### src/rtl/instruction_encoder_if.sv
// Field-bundle input and encoded-word output bus of the instruction encoder.
// slave is the encoder's view; master is the producer/consumer side.
interface instruction_encoder_if #(
  parameter int CNT_W = 16
);
  logic             in_valid;
  logic             in_ready;
  logic [2:0]       fmt;
  logic [6:0]       opcode;
  logic [4:0]       rd;
  logic [2:0]       funct3;
  logic [4:0]       rs1;
  logic [4:0]       rs2;
  logic [6:0]       funct7;
  logic [31:0]      imm;
  logic             out_valid;
  logic             out_ready;
  logic [31:0]      out_instr;
  logic             out_err;
  logic             err_sticky;
  logic             err_clr;
  logic [CNT_W-1:0] enc_count;

  modport slave (
    input  in_valid, fmt, opcode, rd, funct3, rs1, rs2, funct7, imm, out_ready, err_clr,
    output in_ready, out_valid, out_instr, out_err, err_sticky, enc_count
  );

  modport master (
    output in_valid, fmt, opcode, rd, funct3, rs1, rs2, funct7, imm, out_ready, err_clr,
    input  in_ready, out_valid, out_instr, out_err, err_sticky, enc_count
  );
endinterface

### src/rtl/instruction_encoder.sv
// Packs RV32I fields into a 32-bit instruction word, flags illegal immediates,
// and buffers {err,word} in a DEPTH-entry FIFO drained by valid/ready.
module instruction_encoder #(
  parameter int DEPTH = 4,
  parameter int CNT_W = 16
) (
  input logic                  clk,
  input logic                  reset_n,
  instruction_encoder_if.slave bus
);
  localparam int AW = $clog2(DEPTH);
  localparam logic [2:0] FMT_R = 3'd0, FMT_I = 3'd1, FMT_S = 3'd2,
                         FMT_B = 3'd3, FMT_U = 3'd4, FMT_J = 3'd5;

  logic [32:0]      r_mem [DEPTH];
  logic [AW-1:0]    r_wptr, r_rptr;
  logic [AW:0]      r_occ;
  logic [32:0]      r_last;
  logic             r_sticky;
  logic [CNT_W-1:0] r_enc;

  logic [31:0] w_word;
  logic        w_err, w_full, w_empty, w_push, w_pop;
  logic        w_sx11, w_sx12, w_sx20;
  logic [32:0] w_head;

  // Immediate fits the format when all bits above the field's sign bit match it.
  assign w_sx11 = (&bus.imm[31:11]) | ~(|bus.imm[31:11]);
  assign w_sx12 = (&bus.imm[31:12]) | ~(|bus.imm[31:12]);
  assign w_sx20 = (&bus.imm[31:20]) | ~(|bus.imm[31:20]);

  always_comb begin
    w_word = '0;
    w_err  = 1'b0;
    case (bus.fmt)
      FMT_R: w_word = {bus.funct7, bus.rs2, bus.rs1, bus.funct3, bus.rd, bus.opcode};
      FMT_I: begin
        w_word = {bus.imm[11:0], bus.rs1, bus.funct3, bus.rd, bus.opcode};
        w_err  = ~w_sx11;
      end
      FMT_S: begin
        w_word = {bus.imm[11:5], bus.rs2, bus.rs1, bus.funct3, bus.imm[4:0], bus.opcode};
        w_err  = ~w_sx11;
      end
      FMT_B: begin
        w_word = {bus.imm[12], bus.imm[10:5], bus.rs2, bus.rs1, bus.funct3,
                  bus.imm[4:1], bus.imm[11], bus.opcode};
        w_err  = ~w_sx12 | bus.imm[0];
      end
      FMT_U: begin
        w_word = {bus.imm[31:12], bus.rd, bus.opcode};
        w_err  = |bus.imm[11:0];
      end
      FMT_J: begin
        w_word = {bus.imm[20], bus.imm[10:1], bus.imm[11], bus.imm[19:12], bus.rd, bus.opcode};
        w_err  = ~w_sx20 | bus.imm[0];
      end
      default: w_err = 1'b1;
    endcase
  end

  assign w_full  = (r_occ == (AW+1)'(DEPTH));
  assign w_empty = (r_occ == '0);
  assign w_push  = bus.in_valid & ~w_full;
  assign w_pop   = ~w_empty & bus.out_ready;

  // When drained, the output shows the last popped word rather than a stale slot.
  assign w_head = w_empty ? r_last : r_mem[r_rptr];

  assign bus.in_ready   = ~w_full;
  assign bus.out_valid  = ~w_empty;
  assign bus.out_instr  = w_head[31:0];
  assign bus.out_err    = w_head[32];
  assign bus.err_sticky = r_sticky;
  assign bus.enc_count  = r_enc;

  always_ff @(posedge clk) begin
    if (w_push) r_mem[r_wptr] <= {w_err, w_word};
  end

  always_ff @(posedge clk or negedge reset_n) begin
    if (!reset_n) begin
      r_wptr   <= '0;
      r_rptr   <= '0;
      r_occ    <= '0;
      r_last   <= '0;
      r_sticky <= 1'b0;
      r_enc    <= '0;
    end else begin
      if (w_push) r_wptr <= r_wptr + 1'b1;
      if (w_pop) begin
        r_rptr <= r_rptr + 1'b1;
        r_last <= r_mem[r_rptr];
        r_enc  <= r_enc + 1'b1;
      end
      case ({w_push, w_pop})
        2'b10:   r_occ <= r_occ + 1'b1;
        2'b01:   r_occ <= r_occ - 1'b1;
        default: r_occ <= r_occ;
      endcase
      if (w_push && w_err) r_sticky <= 1'b1;
      else if (bus.err_clr) r_sticky <= 1'b0;
    end
  end
endmodule

### src/flat_wrapper.sv
// flat-port wrapper written by rule: the top's interface ports become plain ports
module instruction_encoder_flat 
#(
  parameter int DEPTH = 4,
  parameter int CNT_W = 16
)
  (clk, reset_n, bus_in_valid, bus_fmt, bus_opcode, bus_rd, bus_funct3, bus_rs1, bus_rs2, bus_funct7, bus_imm, bus_out_ready, bus_err_clr, bus_in_ready, bus_out_valid, bus_out_instr, bus_out_err, bus_err_sticky, bus_enc_count);
  instruction_encoder_if #(.CNT_W(CNT_W)) bus_i ();
  input logic clk;
  input logic reset_n;
  input wire logic [$bits(bus_i.in_valid)-1:0] bus_in_valid;
  input wire logic [$bits(bus_i.fmt)-1:0] bus_fmt;
  input wire logic [$bits(bus_i.opcode)-1:0] bus_opcode;
  input wire logic [$bits(bus_i.rd)-1:0] bus_rd;
  input wire logic [$bits(bus_i.funct3)-1:0] bus_funct3;
  input wire logic [$bits(bus_i.rs1)-1:0] bus_rs1;
  input wire logic [$bits(bus_i.rs2)-1:0] bus_rs2;
  input wire logic [$bits(bus_i.funct7)-1:0] bus_funct7;
  input wire logic [$bits(bus_i.imm)-1:0] bus_imm;
  input wire logic [$bits(bus_i.out_ready)-1:0] bus_out_ready;
  input wire logic [$bits(bus_i.err_clr)-1:0] bus_err_clr;
  output wire logic [$bits(bus_i.in_ready)-1:0] bus_in_ready;
  output wire logic [$bits(bus_i.out_valid)-1:0] bus_out_valid;
  output wire logic [$bits(bus_i.out_instr)-1:0] bus_out_instr;
  output wire logic [$bits(bus_i.out_err)-1:0] bus_out_err;
  output wire logic [$bits(bus_i.err_sticky)-1:0] bus_err_sticky;
  output wire logic [$bits(bus_i.enc_count)-1:0] bus_enc_count;
  assign bus_i.in_valid = bus_in_valid;
  assign bus_i.fmt = bus_fmt;
  assign bus_i.opcode = bus_opcode;
  assign bus_i.rd = bus_rd;
  assign bus_i.funct3 = bus_funct3;
  assign bus_i.rs1 = bus_rs1;
  assign bus_i.rs2 = bus_rs2;
  assign bus_i.funct7 = bus_funct7;
  assign bus_i.imm = bus_imm;
  assign bus_i.out_ready = bus_out_ready;
  assign bus_i.err_clr = bus_err_clr;
  assign bus_in_ready = bus_i.in_ready;
  assign bus_out_valid = bus_i.out_valid;
  assign bus_out_instr = bus_i.out_instr;
  assign bus_out_err = bus_i.out_err;
  assign bus_err_sticky = bus_i.err_sticky;
  assign bus_enc_count = bus_i.enc_count;
  instruction_encoder #(.DEPTH(DEPTH), .CNT_W(CNT_W)) u_core (.clk(clk), .reset_n(reset_n), .bus(bus_i));
endmodule
### config.mk
export PLATFORM = sky130hd
export DESIGN_NAME = instruction_encoder_flat
export DESIGN_NICKNAME = d
export VERILOG_FILES = /design/src/rtl/instruction_encoder_if.sv /design/src/rtl/instruction_encoder.sv /design/src/flat_wrapper.sv
export SDC_FILE = /design/constraint.sdc
export NUM_CORES = 1
export LEC_CHECK = 0
export ABC_CLOCK_PERIOD_IN_PS = 3700
export CAP_MARGIN = 0
export CORE_ASPECT_RATIO = 0.7
export CORE_MARGIN = 4
export CORE_UTILIZATION = 50
export CTS_CLUSTER_DIAMETER = 80
export DETAILED_ROUTE_END_ITERATION = 7
export DONT_BUFFER_PORTS = 1
export REMOVE_ABC_BUFFERS = 1
export SKIP_LAST_GASP = 1
export SLEW_MARGIN = 20
export SYNTH_ARGS = -nofsm -noshare
export SYNTH_HDL_FRONTEND = slang
export SYNTH_SLANG_ARGS = --single-unit
### constraint.sdc
create_clock -name clk -period 3.7 [get_ports clk]
set_input_delay 0.555 -clock clk [delete_from_list [all_inputs] [get_ports clk]]
set_output_delay 0.555 -clock clk [all_outputs]
set_load 0.02 [all_outputs]
==> key figures, run 1 <==
Placed design
  • Gpl congestion: 0.777
  • Dpl hpwl: 12500 um
  • Setup slack at placement: 1.16 ns
  • Placed cells: 792
  • IO Port Bufs: 0

Setup path
  • RR Startpoint: u_core.r_occ[0]$_DFFE_PN0P_
  • Kind of critical path: flop to output port
  • Critical Path AT: 2.34 ns
  • Crit-path max cell delay: a little over 0.7 ns
  • R2R Setup Slk: 1.16 ns
  • Worst path bufs/invs: 1
  • Critical Path Start Type: flop
  • CP cell instances: buf_12 > mux4_2 > mux2_2
  • CP required: around 3.1 ns
  • Worst setup EP type: output port
  • CP delay by family, top: multiplexers
  • Worst R2R End: u_core.r_occ[2]$_DFFE_PN0P_
  • Crit Path Max Fanout: 22
  • Worst-case reg-to-reg path depth: 9
  • Crit path max-delay cell type: dfrtp_2

Finish
  • Ant. Diodes: 0
  • Area delta synth->final: 10.4%
  • Fraction of layout cells with a size suffix above 1: 0.196
  • Net count, final: 667
  • Fin cells: 826

Pwr
  • Max rail drop VDD: 347 uV
  • Overall Power: 7480 uW
  • Leakage: 0.00346 uW
  • Power density over cell area: 812 mW/mm^2

Floorplanning
  • Die X: about 160 um
  • I/O pins: 124
  • Core Footprint: 0.0163 sq mm
  • Num rows: 39
  • Die footprint: 0.0189 sq mm
  • Die H: between 100 and 150 um
  • Starting Density: 0.510

STA
  • Clk_skew: roughly 0.014 ns
  • Least-Margin Pin Slew: 0.977 ns
  • Unrepaired setup endpoints after global routing: false
  • Final Critical Period: 2.90 ns
  • Tcrit/Tclk final: 0.783
  • Slew HR: 0.349
  • Setup TNS: 0 ns
  • Setup WS post-layout: 0.803 ns
  • Setup Viol. Count Final: 0
  • Hold Violations, Final: 0
  • Slew Limit Fails: 0
  • FMAX: 345 MHz

Global routing
  • Largest net degree at the start of global routing: 58
  • Vias in the first global route: 5017
  • Initial antenna violation count: 1
  • First-pass GRT wire length: 29700 um
  • Overall routing resource usage: 0.212
  • GR Overflow Total: 0

Worst hold path
  • Hold crit path type: input pin to flop
  • Hold_sp: bus_err_clr
  • Hold EP: u_core.bus.err_sticky$_DFFE_PN0P_
  • Cells on Worst Hold Path: 1

Route
  • Detail Route Antenna Nets: 0
  • Initial DRT Pass Iterations: 6
  • Final wirelength: 19300 um
  • Via count: ~4800
  • Initial DRC count: between 300 and 400
  • Vias per cell: 5.77
  • Residual DRC: 0
  • Wire length per cell: 23.4 um

Clocking
  • Reg clk slew, reported paths: 0.07 ns
  • Htree depth: 4
  • Clock Sinks: 189
  • Clk Latency, worst-skew pair: 0.42 ns
  • Root buffer cell: clkbuf_16
  • Post-CTS Resized: 0
  • CTS tree: built
  • Clock Tree Buf Depth: 2
  • Cts bufs inserted: 17

Synth
  • Netlist Area Pre-Place: roughly 0.0083 sq mm
  • Ys Warns: 0
  • List of most frequent post-synthesis cells: edfxtp_1, nand2_1, dfrtp_1
  • Most common cell in the netlist: edfxtp_1
  • FFs w/ async S/R, synth: 0.302
  • Top cells by area, synth: edfxtp_1, dfrtp_1, mux4_2
  • Top_reg_cell synth: edfxtp_1
  • Yosys top cell area share: 0.475
  • Syn Area/Cell: 14.1 sq um
  • Flops & latches, synth: 189
  • Yosys cell types: 43
  • Seq/Total Area, Yosys: 0.646
  • Number of flops mapped to enable cells by yosys: 132
  • Post-Syn Instances: approximately 600
  • Yosys top cell by area: edfxtp_1

Outcome
  • Run status: finished, final reports clean

Flow run
  • Max cap viols: 0
==> layout make-up <==
type	instances	area, sq um
sequential	189	5390
clock buffer	22	497
timing repair buffer	8	108
clock inverter	10	96.3
fill	1293	7140
inverter	18	70.1
multi-input combinational	354	2770
tap	225	282
==> layout by cell type (no fill, tap or decap), types with 6 or more instances in the layout <==
cell and count:
o21ai_0 21, edfxtp_1 132, nor2_1 16, clkbuf_16 19
mux2_2 36, nor3_1 6, inv_1 16, xnor2_1 12
nor2b_1 7, mux4_2 33, nand2_1 121, nor4_1 8
mux2i_1 8, dfrtp_1 56, a22o_1 8, a21oi_1 11
and2_1 9, a22oi_1 6, xor2_1 10, nand4_1 8
ha_1 6
==> sequential cells by signal, indices dropped and copies added (netlist names) <==
name                   count
u_core.bus.err_sticky      1
u_core.r_mem             132
u_core.r_rptr              2
u_core.bus.enc_count      16
u_core.r_occ               3
u_core.r_wptr              2
u_core.r_last             33
==> what timing repair did <==
item / in CTS / in global routing
setup buffers: 0 / 0
endpoints found under the setup margin: 0 / 0
hold endpoints to repair: 57 / 1
hold buffers: 1 / 1
==> per-stage QoR <==
step	util	area, sq um	hold WS, ns
CTS	0.563	9200	0.00436
finish	0.563	9210	0.288
floorplan	-	8220	0.259
detailed placement	0.525	8580	0.261
global route	0.563	9210	0.289
global placement	0.525	8580	0.261
==> per-layer routing <==
metal / up-vias / GRT usage / wire length [um] / share of wire
met5: - / 0 / 13 / 0.00067
met4: 2 / 0.0445 / 139 / 0.0072
met3: 15 / 0.0789 / 1480 / 0.077
met2: 142 / 0.336 / 9230 / 0.48
met1: 2431 / 0.285 / 8440 / 0.44
li1: 2172 / - / - / -
==> how the worst max path moves through the flow <==
stage,from,end,slack [ns],cells after the start
2_1_floorplan,u_core.r_occ[0]$_DFFE_PN0P_,u_core.r_occ[2]$_DFFE_PN0P_,0.48,9
3_3_place_gp,u_core.r_rptr[0]$_DFFE_PN0P_,bus_out_instr[16],1.22,3
3_5_place_dp,u_core.r_occ[0]$_DFFE_PN0P_,u_core.r_occ[2]$_DFFE_PN0P_,1.16,9
4_1_cts,u_core.r_rptr[0]$_DFFE_PN0P_,bus_out_instr[0],0.72,3
5_1_grt,u_core.r_rptr[0]$_DFFE_PN0P_,bus_out_instr[18],0.63,3
6_report,u_core.r_rptr[0]$_DFFE_PN0P_,bus_out_instr[17],0.80,3
==> cell families (layout without fill, tap and decap cells) <==
kind of cell / Yosys count / count (layout) / synth area share
buffers and inverters: 48 / 58 / 0.0232
AND/OR/NAND/NOR: 194 / 194 / 0.108
XOR/XNOR: 22 / 22 / 0.0231
flip-flops: 189 / 189 / 0.646
AO/OA/AOI/OAI: 54 / 54 / 0.0408
adder cells (fa/ha/maj): 7 / 7 / 0.0114
multiplexers: 77 / 77 / 0.147
==> power by group <==
part           leakage (uW)  switching, uW  total [uW]  internal, uW
registers           0.00191            349        3220          2870
logic               0.00125           1470        2430           954
clock network      0.000297            791        1830          1040
total               0.00346           2610        7480          4860
Power figures use the tool's default switching activity.
==> run 2, diff against run 1 <==
--- a/config.mk
+++ b/config.mk
@@ -5,7 +5,8 @@
 export SDC_FILE = /design/constraint.sdc
 export NUM_CORES = 1
 export LEC_CHECK = 0
-export ABC_CLOCK_PERIOD_IN_PS = 3700
+export ABC_AREA = 1
+export ABC_CLOCK_PERIOD_IN_PS = 2700
 export CAP_MARGIN = 0
 export CORE_ASPECT_RATIO = 0.7
 export CORE_MARGIN = 4
==> constraint.sdc (replaced) <==
create_clock -name clk -period 2.7 [get_ports clk]
set_input_delay 0.405 -clock clk [delete_from_list [all_inputs] [get_ports clk]]
set_output_delay 0.405 -clock clk [all_outputs]
set_load 0.02 [all_outputs]
==> key figures, run 2 <==
Outcome
  • Run status: finished, final reports clean

Synth
  • Seq/Total Area, Yosys: 0.631
  • Yosys top cell area share: 0.464
  • Number of flops mapped to enable cells by yosys: 132
  • FFs w/ async S/R, synth: 0.302
  • Ys Warns: 0
  • List of most frequent post-synthesis cells: nand2_1, edfxtp_1, dfrtp_1
  • Yosys cell types: 38
  • Netlist Area Pre-Place: 0.00854 sq mm
  • Most common cell in the netlist: nand2_1
  • Top_reg_cell synth: edfxtp_1
  • Flops & latches, synth: 189
  • Post-Syn Instances: 822
  • Yosys top cell by area: edfxtp_1
  • Top cells by area, synth: edfxtp_1, dfrtp_1, nand2_1
  • Syn Area/Cell: 10.4 sq um

Global routing
  • First-pass GRT wire length: 32400 um
  • Initial antenna violation count: 0
  • Overall routing resource usage: 0.217
  • GR Overflow Total: 0
  • Vias in the first global route: 5993
  • Largest net degree at the start of global routing: a little over 70

Setup path
  • CP delay by family, top: buffers and inverters
  • Crit-path max cell delay: 0.40 ns
  • Critical Path Start Type: flop
  • Crit Path Max Fanout: 25
  • Worst-case reg-to-reg path depth: 9
  • R2R Setup Slk: 0.58 ns
  • Critical Path AT: around 2.1 ns
  • Kind of critical path: flop to output port
  • RR Startpoint: u_core.r_occ[0]$_DFFE_PN0P_
  • Worst setup EP type: output port
  • CP required: around 2.3 ns
  • CP cell instances: inv_2 > buf_12 > a21oi_1 > a32o_1 > o21ai_0 > buf_4
  • Crit path max-delay cell type: dfrtp_1
  • Worst path bufs/invs: 3
  • Worst R2R End: u_core.r_occ[2]$_DFFE_PN0P_

Clocking
  • CTS tree: built
  • Clock Sinks: 189
  • Reg clk slew, reported paths: 0.07 ns
  • Cts bufs inserted: 17
  • Root buffer cell: clkbuf_16
  • Clock Tree Buf Depth: 2
  • Htree depth: 4
  • Clk Latency, worst-skew pair: roughly 0.43 ns

Pwr
  • Sw Pwr: 4420 uW
  • Max rail drop VDD: 582 uV
  • Leakage: 0.00383 uW
  • Power density over cell area: 1180 mW/mm^2
  • Power share of the clock group: 0.215
  • Gate power share: 0.405
  • Reg power frac: 0.380
  • Internal power: 7050 uW
  • Switch share: 0.385

Worst hold path
  • Hold crit path type: input pin to flop
  • Cells on Worst Hold Path: 3
  • Hold EP: u_core.bus.err_sticky$_DFFE_PN0P_
  • Hold_sp: bus_err_clr

Route
  • Initial DRT Pass Iterations: 5
  • Final wirelength: around 20000 um
  • Vias per cell: ~5.6
  • Initial DRC count: ~460
  • Residual DRC: 0
  • Via count: about 6000
  • Wire length per cell: 18.6 um
  • Detail Route Antenna Nets: 0

Placed design
  • Gpl congestion: roughly 0.90
  • Placed Area: 0.00908 sq mm
  • Dpl hpwl: approximately 13000 um
  • Placed cells: 1056
  • IO Port Bufs: 0

Floorplanning
  • Die footprint: about 0.019 sq mm
  • Starting Density: 0.516
  • Core Footprint: approximately 0.017 sq mm
  • Num rows: 39
  • Die H: 117 um
  • Die X: between 150 and 200 um
  • I/O pins: 124

Finish
  • Most common cell after layout, fill and taps aside: nand2_1
  • Area delta synth->final: 13.6%
  • Fin cells: 1090
  • Final Util: 0.587
  • Largest register by flop count: u_core.r_mem
  • Ant. Diodes: 0
  • Commonest non-fill, non-tap cells in the layout: nand2_1, edfxtp_1, dfrtp_1
  • Net count, final: 931
  • Max reg flops: about 130
  • Final Cell Area: 0.00971 sq mm
  • Fraction of layout cells with a size suffix above 1: 0.120

STA
  • Hold Violations, Final: 0
  • Tcrit/Tclk final: 0.930
  • FMAX: 398 MHz
  • Slew HR: 0.493
  • Setup TNS: 0 ns
  • Slew Limit Fails: 0
  • Worst hold slack: between 0.1 and 0.15 ns
  • Least-Margin Pin Slew: 0.761 ns
  • Setup Viol. Count Final: 0
  • Clk_skew: approximately 0.0092 ns
  • Final Critical Period: 2.51 ns
  • Unrepaired setup endpoints after global routing: false

Flow run
  • Max cap viols: 0
run 2: cells by family after synthesis:
logic type / Yosys count / synth area share
AND/OR/NAND/NOR: 357 / 0.173
buffers and inverters: 94 / 0.0502
flip-flops: 189 / 0.631
XOR/XNOR: 16 / 0.0164
adder cells (fa/ha/maj): 7 / 0.0111
AO/OA/AOI/OAI: 159 / 0.118
run 2: routing by layer:
| layer | track usage | wire, um |
|---|---|---|
| met5 | 0 | 0 |
| met4 | 0.0545 | 235 |
| met3 | 0.0501 | 1460 |
| met2 | 0.337 | 9340 |
| met1 | 0.311 | 9270 |
run 2: timing repair:
item / 4_1_cts / 5_1_grt
hold endpoints to repair: 57 / 0
buffers inserted: 0 / 0
gates resized for setup: 0 / 1
setup endpoints to repair: 0 / 5
hold buffers: 2 / 0
run 2: per-stage QoR:
stage	total power [uW]	worst slack, ns
final	11500	0.188
after global routing	12200	0.0332
after CTS	11600	0.104
after detailed placement	9060	0.566
after global placement	8910	0.578
after floorplan	7190	-0.266
run 2: power by group through the flow:
stage,logic (uW),registers [uW],clock network [uW]
after floorplan,2760,4430,0
after global placement,4540,4370,0
after detailed placement,4650,4410,0
after CTS,4700,4360,2520
after global routing,5110,4430,2650
final,4640,4360,2460
run 2: worst max-delay path by stage:
stage / cells after the start / slack [ns] / startpoint / end
after detailed placement: 9 / 0.57 / u_core.r_occ[0]$_DFFE_PN0P_ / u_core.r_occ[2]$_DFFE_PN0P_
final: 6 / 0.19 / u_core.r_rptr[1]$_DFFE_PN0P_ / bus_out_instr[7]
after global routing: 6 / 0.03 / u_core.r_rptr[1]$_DFFE_PN0P_ / bus_out_instr[7]
after global placement: 5 / 0.58 / u_core.r_rptr[0]$_DFFE_PN0P_ / bus_out_instr[31]
after floorplan: 4 / -0.27 / u_core.r_rptr[0]$_DFFE_PN0P_ / bus_out_instr[15]
after CTS: 5 / 0.10 / u_core.r_rptr[0]$_DFFE_PN0P_ / bus_out_instr[31]
run 2: layout make-up:
type,count,area (sq um)
repair buffers,49,482
multi-input cells,539,2750
inverters,56,215
clock inverters,13,141
fillers,1345,6840
well taps,225,282
flip-flops and latches,189,5390
clock buffers,19,443
run 2: worst reg2reg max path, stage by stage (launching register included):
cell     delay, ns
dfrtp_1       0.42
nor2_2        0.19
nand2_1       0.20
nand2_1       0.14
ha_1          0.15
inv_1         0.07
fa_1          0.43
a21oi_1       0.14
o21ai_0       0.11
xor2_1        0.16
==> run 3, diff against run 2 <==
--- a/config.mk
+++ b/config.mk
@@ -5,7 +5,6 @@
 export SDC_FILE = /design/constraint.sdc
 export NUM_CORES = 1
 export LEC_CHECK = 0
-export ABC_AREA = 1
 export ABC_CLOCK_PERIOD_IN_PS = 2700
 export CAP_MARGIN = 0
 export CORE_ASPECT_RATIO = 0.7
==> key figures, run 3 (synthesized netlist as in run 1, its figures left out) <==
Pwr
  • Sw Pwr: 3620 uW
  • Gate power share: 0.334
  • Max rail drop VDD: between 400 and 500 uV
  • Leakage: 0.00348 uW
  • Switch share: 0.352
  • Reg power frac: 0.423
  • Internal power: 6670 uW
  • Power share of the clock group: 0.243
  • Power density over cell area: 1110 mW/mm^2

Finish
  • Fillers: between 1000 and 1500
  • Area delta synth->final: 10.9%
  • Max reg flops: 132
  • Largest register by flop count: u_core.r_mem
  • FF/Latch Area: ~0.0054 sq mm
  • Final Util: 0.566
  • Multi-input logic area: 0.00277 sq mm
  • Fraction of layout cells with a size suffix above 1: 0.202
  • Commonest non-fill, non-tap cells in the layout: edfxtp_1, nand2_1, dfrtp_1
  • Most common cell after layout, fill and taps aside: edfxtp_1
  • Net count, final: 670
  • Fin cells: 830

Floorplanning
  • Num rows: 39
  • Core Footprint: 0.0163 sq mm
  • Starting Density: 0.510
  • Die H: between 100 and 150 um
  • Die footprint: 0.0189 sq mm
  • I/O pins: 124
  • Die X: 162 um

Worst hold path
  • Hold crit path type: input pin to flop

Setup path
  • Worst setup EP type: output port
  • CP required: around 2.3 ns
  • Critical Path AT: 2.18 ns
  • Kind of critical path: flop to output port
  • Critical Path Start Type: flop
  • Crit Path Max Fanout: 34

STA
  • Slew HR: 0.285
  • Least-Margin Pin Slew: 1.07 ns
  • Final Critical Period: 2.59 ns
  • FMAX: 387 MHz
  • Tcrit/Tclk final: 0.958
  • Slew Limit Fails: 0
  • Unrepaired setup endpoints after global routing: false
  • Hold Violations, Final: 0
  • Setup Viol. Count Final: 0
  • Clk_skew: a little under 0.007 ns

Global routing
  • Vias in the first global route: ~4900
  • Largest net degree at the start of global routing: 58
  • First-pass GRT wire length: 29100 um
  • GR Overflow Total: 0
  • Initial antenna violation count: 0
  • Overall routing resource usage: 0.209

Route
  • Vias per cell: ~5.7
  • Initial DRT Pass Iterations: 4
  • Detail Route Antenna Nets: 0
  • Via count: roughly 4700
  • Residual DRC: 0
  • Final wirelength: 18800 um
  • Initial DRC count: 357
  • Wire length per cell: around 23 um

Clocking
  • Root buffer cell: clkbuf_16
  • Clock Sinks: 189
  • Htree depth: 4
  • Cts bufs inserted: 17
  • Reg clk slew, reported paths: around 0.070 ns
  • Clk Latency, worst-skew pair: 0.43 ns
  • CTS tree: built
  • Clock Tree Buf Depth: 2

Flow run
  • Max cap viols: 0

Placed design
  • IO Port Bufs: 0
  • Gpl congestion: 0.748
  • Placed cells: around 800
  • Dpl hpwl: 11900 um

Outcome
  • Run status: finished, final reports clean
==> run 3: power by group through the flow <==
stage	clock, uW	sequential, uW	combinational, uW
after global routing	2680	4440	3750
after CTS	2550	4350	3510
after floorplan	0	4440	2530
final	2500	4350	3440
after detailed placement	0	4410	3470
after global placement	0	4370	3410
==> run 3: layout make-up <==
cell class                 count  share of cell area
sequential                   189               0.583
multi-input combinational    354               0.299
clock buffer                  21              0.0545
tap                          225              0.0304
timing repair buffer          11              0.0154
clock inverter                11             0.00987
inverter                      18             0.00757
antenna                        1            0.000270
==> run 3: what timing repair did <==
| item | CTS | global route |
|---|---|---|
| gates resized for setup | 0 | 1 |
| setup endpoints to repair | 0 | 6 |
| hold buffers | 2 | 0 |
| buffers inserted | 0 | 0 |
| endpoints found under the hold margin | 57 | 0 |
==> run 3: layer usage <==
layer | share of wire | wire [um] | vias up | track usage
met5 | 0 | 0 | - | 0
met3 | 0.089 | 1670 | 14 | 0.0686
met1 | 0.43 | 8040 | 2366 | 0.281
met4 | 0.011 | 211 | 0 | 0.0597
li1 | - | - | 2185 | -
met2 | 0.47 | 8870 | 148 | 0.333
==> run 3: final timing paths <==
path,startpoint,endpoint,slack [ns],cells after the start
max in group asynchronous,reset_n,u_core.r_rptr[0]$_DFFE_PN0P_,1.88,2
setup / recovery,u_core.r_occ[0]$_DFFE_PN0P_,bus_out_instr[29],0.11,3
hold reg to reg,u_core.r_last[0]$_DFFE_PN0P_,u_core.r_last[0]$_DFFE_PN0P_,0.47,2
setup reg to reg,u_core.r_occ[0]$_DFFE_PN0P_,u_core.r_occ[2]$_DFFE_PN0P_,0.38,9
hold / removal,bus_err_clr,u_core.bus.err_sticky$_DFFE_PN0P_,0.14,1
min in group asynchronous,reset_n,u_core.r_last[13]$_DFFE_PN0P_,0.52,2
==> run 3: worst max-delay path, stage by stage (launching register included) <==
cell,delay [ns]
dfrtp_1,0.42
or3_2,0.55
buf_4,0.35
mux2_2,0.43
==> run 3: stage by stage <==
step | hold WS, ns | cell area (sq um) | worst slack [ns] | TNS [ns] | power [uW]
CTS | 0.115 | 9250 | 0.0360 | 0 | 10400
detailed placement | 0.111 | 8610 | 0.396 | 0 | 7880
global route | 0.147 | 9250 | 0.0550 | 0 | 10900
floorplan | 0.109 | 8220 | -0.524 | -6.89 | 6970
global placement | 0.111 | 8610 | 0.462 | 0 | 7790
finish | 0.142 | 9250 | 0.114 | 0 | 10300
